--- config.mk ---
export PLATFORM = sky130hd
export DESIGN_NAME = trig_admit_ctrl
export DESIGN_NICKNAME = d
export VERILOG_FILES = /design/src/rtl/trig_admit_pkg.sv /design/src/rtl/trig_admit_ctrl_rr_arbiter.sv /design/src/rtl/trig_admit_ctrl.sv
export SDC_FILE = /design/constraint.sdc
export NUM_CORES = 1
export LEC_CHECK = 0
export ABC_AREA = 1
export CAP_MARGIN = 20
export CORE_MARGIN = 2
export CORE_UTILIZATION = 51
export CTS_BUF_LIST = sky130_fd_sc_hd__clkbuf_16
export CTS_CLUSTER_SIZE = 20
export DETAILED_ROUTE_END_ITERATION = 10
export GPL_ROUTABILITY_DRIVEN = 0
export GPL_TIMING_DRIVEN = 0
export PLACE_DENSITY_LB_ADDON = 0.08
export RECOVER_POWER = 100
export SYNTH_ARGS = -nofsm -noshare
export SYNTH_HDL_FRONTEND = slang
export SYNTH_SLANG_ARGS = --single-unit
export TNS_END_PERCENT = 10
--- constraint.sdc ---
create_clock -name aclk_i -period 4.2 [get_ports aclk_i]
set_input_delay 1.05 -clock aclk_i [delete_from_list [all_inputs] [get_ports aclk_i]]
set_output_delay 1.05 -clock aclk_i [all_outputs]
set_load 0.01 [all_outputs]
--- src/rtl/trig_admit_pkg.sv ---
// Shared types and helpers for the trigger admission controller.
//   state_t  : admission FSM encoding (IDLE / ARMED / HOLDOFF)
//   SRC_W    : width of a source index (up to 8 sources)
//   CREDIT_W : width of the event-buffer credit count (up to 15 buffers)
//   popcount : number of set bits in an 8-bit vector
package trig_admit_pkg;

  localparam int SRC_W    = 3;
  localparam int CREDIT_W = 4;

  typedef enum logic [1:0] {
    IDLE    = 2'd0,
    ARMED   = 2'd1,
    HOLDOFF = 2'd2
  } state_t;

  function automatic logic [3:0] popcount(input logic [7:0] v);
    logic [3:0] c;
    c = '0;
    for (int i = 0; i < 8; i++) begin
      c = c + {3'b000, v[i]};
    end
    return c;
  endfunction

endpackage

--- src/rtl/trig_admit_ctrl_rr_arbiter.sv ---
// Combinational round-robin arbiter.
//   req         : request vector, one bit per source
//   ptr         : index where the search starts (highest priority)
//   grant       : one-hot grant (all zero when no request)
//   grant_idx   : index of the granted source
//   grant_valid : at least one request was present
module rr_arbiter
  import trig_admit_pkg::*;
#(
  parameter int NREQ = 3
) (
  input  logic [NREQ-1:0]  req,
  input  logic [SRC_W-1:0] ptr,
  output logic [NREQ-1:0]  grant,
  output logic [SRC_W-1:0] grant_idx,
  output logic             grant_valid
);

  logic [SRC_W:0] pos;

  // Walk the sources starting at ptr, wrapping at NREQ; the first
  // requesting source seen wins.
  always_comb begin
    grant       = '0;
    grant_idx   = '0;
    grant_valid = 1'b0;
    pos         = '0;
    for (int i = 0; i < NREQ; i++) begin
      pos = {1'b0, ptr} + (SRC_W+1)'(i);
      if (pos >= (SRC_W+1)'(NREQ)) begin
        pos = pos - (SRC_W+1)'(NREQ);
      end
      for (int j = 0; j < NREQ; j++) begin
        if (!grant_valid && (pos == (SRC_W+1)'(j)) && req[j]) begin
          grant_valid = 1'b1;
          grant[j]    = 1'b1;
          grant_idx   = SRC_W'(j);
        end
      end
    end
  end

endmodule

--- src/rtl/trig_admit_ctrl.sv ---
// Trigger admission controller (aclk domain).
// Arbitrates trigger requests round-robin, enforces a holdoff deadtime after
// every admit and event-buffer credits, and emits one registered
// trig_time_valid_o pulse per admitted event with its running event number.
//
// Ports:
//   aclk_i / aclk_rst_i   clock, async active-high reset
//   run_rst_i             sync reset, same effect as aclk_rst_i
//   run_en_i              acceptance enable
//   mask_i                per-source disable
//   req_valid_i/req_time_i/req_ready_o  request handshake per source
//   holdoff_i             deadtime in cycles, sampled at admit
//   buf_done_i            credit return pulse
//   trig_time_o/trig_time_valid_o/trig_src_o/event_no_o  admitted event
//   credits_o, busy_o, drop_count_o, credit_err_o        status
//   dbg_state_o           current FSM state
//
// Handshake: req_ready_o[k] is a combinational consume strobe. Whenever
// req_valid_i[k] and req_ready_o[k] are both high in a cycle, request k is
// consumed -- either admitted (it is the grant) or discarded. A valid request
// with ready low stays pending and must be held by the source.
module trig_admit_ctrl
  import trig_admit_pkg::*;
#(
  parameter int NREQ   = 3,
  parameter int NBUF   = 4,
  parameter int TIME_W = 16
) (
  input  logic                   aclk_i,
  input  logic                   aclk_rst_i,
  input  logic                   run_rst_i,
  input  logic                   run_en_i,
  input  logic [NREQ-1:0]        mask_i,
  input  logic [NREQ-1:0]        req_valid_i,
  input  logic [NREQ*TIME_W-1:0] req_time_i,
  output logic [NREQ-1:0]        req_ready_o,
  input  logic [15:0]            holdoff_i,
  input  logic                   buf_done_i,
  output logic [TIME_W-1:0]      trig_time_o,
  output logic                   trig_time_valid_o,
  output logic [SRC_W-1:0]       trig_src_o,
  output logic [15:0]            event_no_o,
  output logic [CREDIT_W-1:0]    credits_o,
  output logic                   busy_o,
  output logic [15:0]            drop_count_o,
  output logic                   credit_err_o,
  output state_t                 dbg_state_o
);

  state_t              state_q, state_d;
  logic [15:0]         hold_cnt_q, hold_cnt_d;
  logic [CREDIT_W-1:0] credits_q, credits_d;
  logic [SRC_W-1:0]    rr_ptr_q, rr_ptr_d;
  logic [15:0]         event_cnt_q, event_cnt_d;
  logic [15:0]         drop_q, drop_d;
  logic                err_q, err_d;
  logic                busy_d;
  logic                valid_d;
  logic [TIME_W-1:0]   time_d;
  logic [SRC_W-1:0]    src_d;
  logic [15:0]         event_no_d;

  logic [NREQ-1:0]     elig;
  logic [NREQ-1:0]     masked_drop;
  logic [NREQ-1:0]     reject_set;
  logic [NREQ-1:0]     grant;
  logic [SRC_W-1:0]    grant_idx;
  logic                grant_valid;
  logic                can_admit;
  logic                admit;
  logic                credit_full;
  logic                credit_ret;
  logic                credit_ovf;
  logic [16:0]         drop_sum;

  assign elig        = req_valid_i & ~mask_i;
  assign masked_drop = req_valid_i & mask_i;

  rr_arbiter #(.NREQ(NREQ)) u_arb (
    .req         (elig),
    .ptr         (rr_ptr_q),
    .grant       (grant),
    .grant_idx   (grant_idx),
    .grant_valid (grant_valid)
  );

  assign can_admit  = (state_q == ARMED) && (credits_q != '0);
  assign admit      = can_admit && grant_valid;
  assign reject_set = can_admit ? '0 : elig;

  assign req_ready_o = masked_drop | reject_set | (admit ? grant : '0);

  // A return while the pool is full is only legal if an admit takes a
  // credit in the same cycle; otherwise it is ignored and flagged.
  assign credit_full = (credits_q == CREDIT_W'(NBUF));
  assign credit_ovf  = buf_done_i && credit_full && !admit;
  assign credit_ret  = buf_done_i && !credit_ovf;

  assign drop_sum = {1'b0, drop_q} + 17'(popcount(8'(reject_set)));

  always_comb begin
    state_d     = state_q;
    hold_cnt_d  = hold_cnt_q;
    credits_d   = credits_q - CREDIT_W'(admit) + CREDIT_W'(credit_ret);
    rr_ptr_d    = rr_ptr_q;
    event_cnt_d = event_cnt_q;
    drop_d      = drop_sum[16] ? 16'hFFFF : drop_sum[15:0];
    err_d       = err_q | credit_ovf;
    valid_d     = admit;
    time_d      = trig_time_o;
    src_d       = trig_src_o;
    event_no_d  = event_no_o;

    unique case (state_q)
      IDLE: begin
        if (run_en_i) state_d = ARMED;
      end
      ARMED: begin
        if (!run_en_i) begin
          state_d = IDLE;
        end else if (admit && (holdoff_i != 16'd0)) begin
          state_d    = HOLDOFF;
          hold_cnt_d = holdoff_i;
        end
      end
      HOLDOFF: begin
        if (!run_en_i) begin
          state_d = IDLE;
        end else if (hold_cnt_q <= 16'd1) begin
          state_d = ARMED;
        end else begin
          hold_cnt_d = hold_cnt_q - 16'd1;
        end
      end
      default: state_d = IDLE;
    endcase

    if (admit) begin
      rr_ptr_d    = (grant_idx == SRC_W'(NREQ - 1)) ? '0 : grant_idx + SRC_W'(1);
      time_d      = req_time_i[grant_idx*TIME_W +: TIME_W];
      src_d       = grant_idx;
      event_no_d  = event_cnt_q;
      event_cnt_d = event_cnt_q + 16'd1;
    end

    // Run reset overrides everything computed above, including any
    // same-cycle admit or credit return.
    if (run_rst_i) begin
      state_d     = IDLE;
      hold_cnt_d  = '0;
      credits_d   = CREDIT_W'(NBUF);
      rr_ptr_d    = '0;
      event_cnt_d = '0;
      drop_d      = '0;
      err_d       = 1'b0;
      valid_d     = 1'b0;
      time_d      = '0;
      src_d       = '0;
      event_no_d  = '0;
    end

    busy_d = (state_d != ARMED) || (credits_d == '0);
  end

  always_ff @(posedge aclk_i or posedge aclk_rst_i) begin
    if (aclk_rst_i) begin
      state_q           <= IDLE;
      hold_cnt_q        <= '0;
      credits_q         <= CREDIT_W'(NBUF);
      rr_ptr_q          <= '0;
      event_cnt_q       <= '0;
      drop_q            <= '0;
      err_q             <= 1'b0;
      busy_o            <= 1'b1;
      trig_time_valid_o <= 1'b0;
      trig_time_o       <= '0;
      trig_src_o        <= '0;
      event_no_o        <= '0;
    end else begin
      state_q           <= state_d;
      hold_cnt_q        <= hold_cnt_d;
      credits_q         <= credits_d;
      rr_ptr_q          <= rr_ptr_d;
      event_cnt_q       <= event_cnt_d;
      drop_q            <= drop_d;
      err_q             <= err_d;
      busy_o            <= busy_d;
      trig_time_valid_o <= valid_d;
      trig_time_o       <= time_d;
      trig_src_o        <= src_d;
      event_no_o        <= event_no_d;
    end
  end

  assign credits_o    = credits_q;
  assign drop_count_o = drop_q;
  assign credit_err_o = err_q;
  assign dbg_state_o  = state_q;

endmodule

==> reports/summary.txt <==
Status -> complete, but fails checks
Failing checks -> max-capacitance violations, max-slew violations, negative setup slack
Vias in the first global route -> 6001
Final Skew -> 9.74 ps
Final non-filler cell total -> 1115
Cell Area, Synth -> 6010 um2
Vias -> 6144
Placed Cells -> 1099
Global Route Usage Sum -> 0.264
DR iter-0 viols -> 425
Synth Area per Inst -> 7.33 um2
IO Count -> 138
Detailed-placement wirelength estimate -> 12.2 mm
Root Buffer -> clkbuf_16
Grt ovf -> 0
VDD IR max -> 0.255 mV
Total core area -> 11500 um2
Arrival time worst endpoint -> 3160 ps
Post-layout minimum cycle time -> 4210 ps
Total CTS buffers -> 9
Final Total Pwr -> 0.00248 W
DRC -> 0
Final setup margin -> -10.3 ps
Critical Path End Type -> output port
Worst slack at placement -> -556 ps
CTS tree -> yes
Final period utilization -> 1.00
Starting Density -> 0.524
Die ar. -> 12700 um2
Leak -> 3.99 nW
Setup TNS Final -> -10.3 ps
Worst-path clk slew -> 70 ps
CTS max path bufs -> 2
# rows -> 39
Worst-skew pair later-pin latency -> 350 ps
Unrepaired setup endpoints after global routing -> true
Antenna Nets Post-Route -> 0
Cts hold-fix bufs -> 0
Slew HR -> -0.317
Setup violations, final -> 1
Worst EP required -> 3150 ps
# fillers -> 965
Final hold violation count -> 0
Number of enable flip-flop cells after synthesis -> 0
Initial antenna violation count -> 0
Global-route wire length before repair -> 27.9 mm
Class of the most critical setup path -> input port to output port
Share of post-route cells with drive strength above 1 -> 0.0761
Mapped Nets -> 917
Max-slew violation count -> 45
Final wirelength -> 16.7 mm
Die Ht -> 113 um
Synthesized netlist cell count -> 820
F_max -> 0.238 GHz
#FFs+latches synth -> 94
CTS sink cnt -> 94
Vias/cell -> 5.51
Final nets -> 1064
Power density cells -> 314 nW/um2
Post-synth ARST share -> 1.00
Least-Margin Pin Slew -> 1960 ps
Synth-to-layout area growth -> 31.2%
Placed cell area -> 7570 um2
Top_reg_cell synth -> dfrtp_1
Maximum Capacitance Violations -> 1
CP startpoint kind -> input port
H-tree depth -> 3
Chip width -> 113 um
Sequential area share after synthesis -> 0.392
Yosys warning total -> 0
# diodes -> 0
Largest net degree at the start of global routing -> 52
Worst Path Max Fanout -> 10
PortBufs -> 135
Hold crit path type -> register to register
Final instance area -> 7890 um2
TritonRoute pass-1 iters -> 5
Routed WL per cell -> 15.0 um
Post-synth cell types -> 42
==> path summary, 6_finish.rpt <==
check	to	slack [ps]	cells after the start	start
worst max-delay path	req_ready_o[1]	-10	13	mask_i[1]
worst min-delay path	trig_time_o[2]$_DFFE_PP0P_	470	2	trig_time_o[2]$_DFFE_PP0P_
worst max register to register	busy_o$_DFF_PP1_	440	21	rr_ptr_q[0]$_DFFE_PP0P_
worst min register to register	trig_time_o[2]$_DFFE_PP0P_	470	2	trig_time_o[2]$_DFFE_PP0P_
max in group asynchronous	event_cnt_q[4]$_DFFE_PP0P_	590	3	aclk_rst_i
min in group asynchronous	trig_time_o[10]$_DFFE_PP0P_	1650	2	aclk_rst_i
==> timing repair <==
| item | in CTS | in global routing |
|---|---|---|
| buffers inserted | 2 | 0 |
| pin swaps | 2 | 2 |
| endpoints found under the setup margin | 3 | 7 |
| gates resized for setup | 15 | 5 |
==> cell families (layout without fill, tap and decap cells) <==
kind of cell	count (synthesis)	in the layout	synth area share
DFF	94	94	0.392
buffers and inverters	119	271	0.0861
and+or+nand+nor	473	473	0.358
other	1	1	0.000624
AOI/OAI and AO/OA	89	89	0.0822
xor gates and xnor gates	22	22	0.0320
adders and majority gates	22	22	0.0495
==> layout by cell type (no fill, tap or decap), drive strengths merged, types with 2 or more instances in the layout <==
cell type / Yosys / layout
nor2: 81 / 81
dfstp: 2 / 2
xor2: 16 / 16
ha: 19 / 19
o22ai: 2 / 2
o31ai: 4 / 4
inv: 87 / 90
nand3b: 2 / 2
clkinv: 1 / 3
buf: 23 / 23
a21oi: 12 / 12
xnor2: 6 / 6
dlygate4sd3: 0 / 60
clkdlybuf4s50: 0 / 72
clkbuf: 8 / 18
or2: 7 / 7
nand4: 35 / 35
fa: 3 / 3
nand2: 219 / 219
clkinvlp: 0 / 2
nand3: 101 / 101
nor4: 7 / 7
dfrtp: 92 / 92
nor3: 20 / 20
o21ai: 57 / 57
a31oi: 11 / 11
==> final cells by class <==
type | instances | area, um2 | area share
multi-input cells | 607 | 3190 | 0.404
flip-flops and latches | 94 | 2360 | 0.299
repair buffers | 138 | 1370 | 0.174
inverters | 88 | 335 | 0.0425
clock buffers | 9 | 225 | 0.0285
plain buffers | 29 | 180 | 0.0228
well taps | 143 | 179 | 0.0227
clock inverters | 7 | 53.8 | 0.00682
==> metal layers <==
| metal | routed length [um] | global-route usage | vias to the layer above |
|---|---|---|---|
| li1 | - | - | 3002 |
| met1 | 7380 | 0.349 | 2881 |
| met2 | 8140 | 0.452 | 242 |
| met3 | 1010 | 0.0432 | 19 |
| met4 | 219 | 0.0740 | 0 |
| met5 | 0 | 0 | - |
==> synth_stat cells, types with 8 or more instances <==
cell type	instances	area (um2)
a21oi_1	10	50.1
a31oi_1	10	62.6
buf_2	9	45.0
clkbuf_1	8	30.0
dfrtp_1	92	2300
ha_1	19	238
inv_1	82	308
nand2_1	212	796
nand3_1	100	500
nand4_1	33	206
nor2_1	78	293
nor3_1	20	100
o21ai_0	50	250
xor2_1	16	140
==> metrics by stage <==
stage / util / hold WS [ps]
final: 0.688 / 475
after global routing: 0.688 / 495
after CTS: 0.688 / 485
after detailed placement: 0.660 / 465
after global placement: 0.658 / 461
after floorplan: - / 506
==> worst max-delay path, stage by stage <==
cell and delay, ps:
clkdlybuf4s50_1 520, nor2_2 80, nand3_1 100, a21oi_2 90
nor2_4 120, nand3_2 100, nor2_4 200, nand3b_4 180
nand2_8 130, inv_2 40, buf_4 170, o21ai_1 130
clkdlybuf4s15_2 250
==> flip-flops by register name (all words and copies together), names as in the netlist, 2 cells and up <==
signal,flops
dbg_state_o,2
drop_count_o,16
event_cnt_q,16
event_no_o,16
rr_ptr_q,3
trig_src_o,2
credits_o,4
trig_time_o,16
hold_cnt_q,16
==> power by group <==
group	leakage (nW)	switching (W)	total, W	internal (W)
clock	0.136	0.000381	0.000790	0.000409
sequential	1.30	0.0000386	0.000994	0.000955
combinational	2.56	0.000398	0.000695	0.000298
total	3.99	0.000817	0.00248	0.00166
Power figures use the tool's default switching activity.
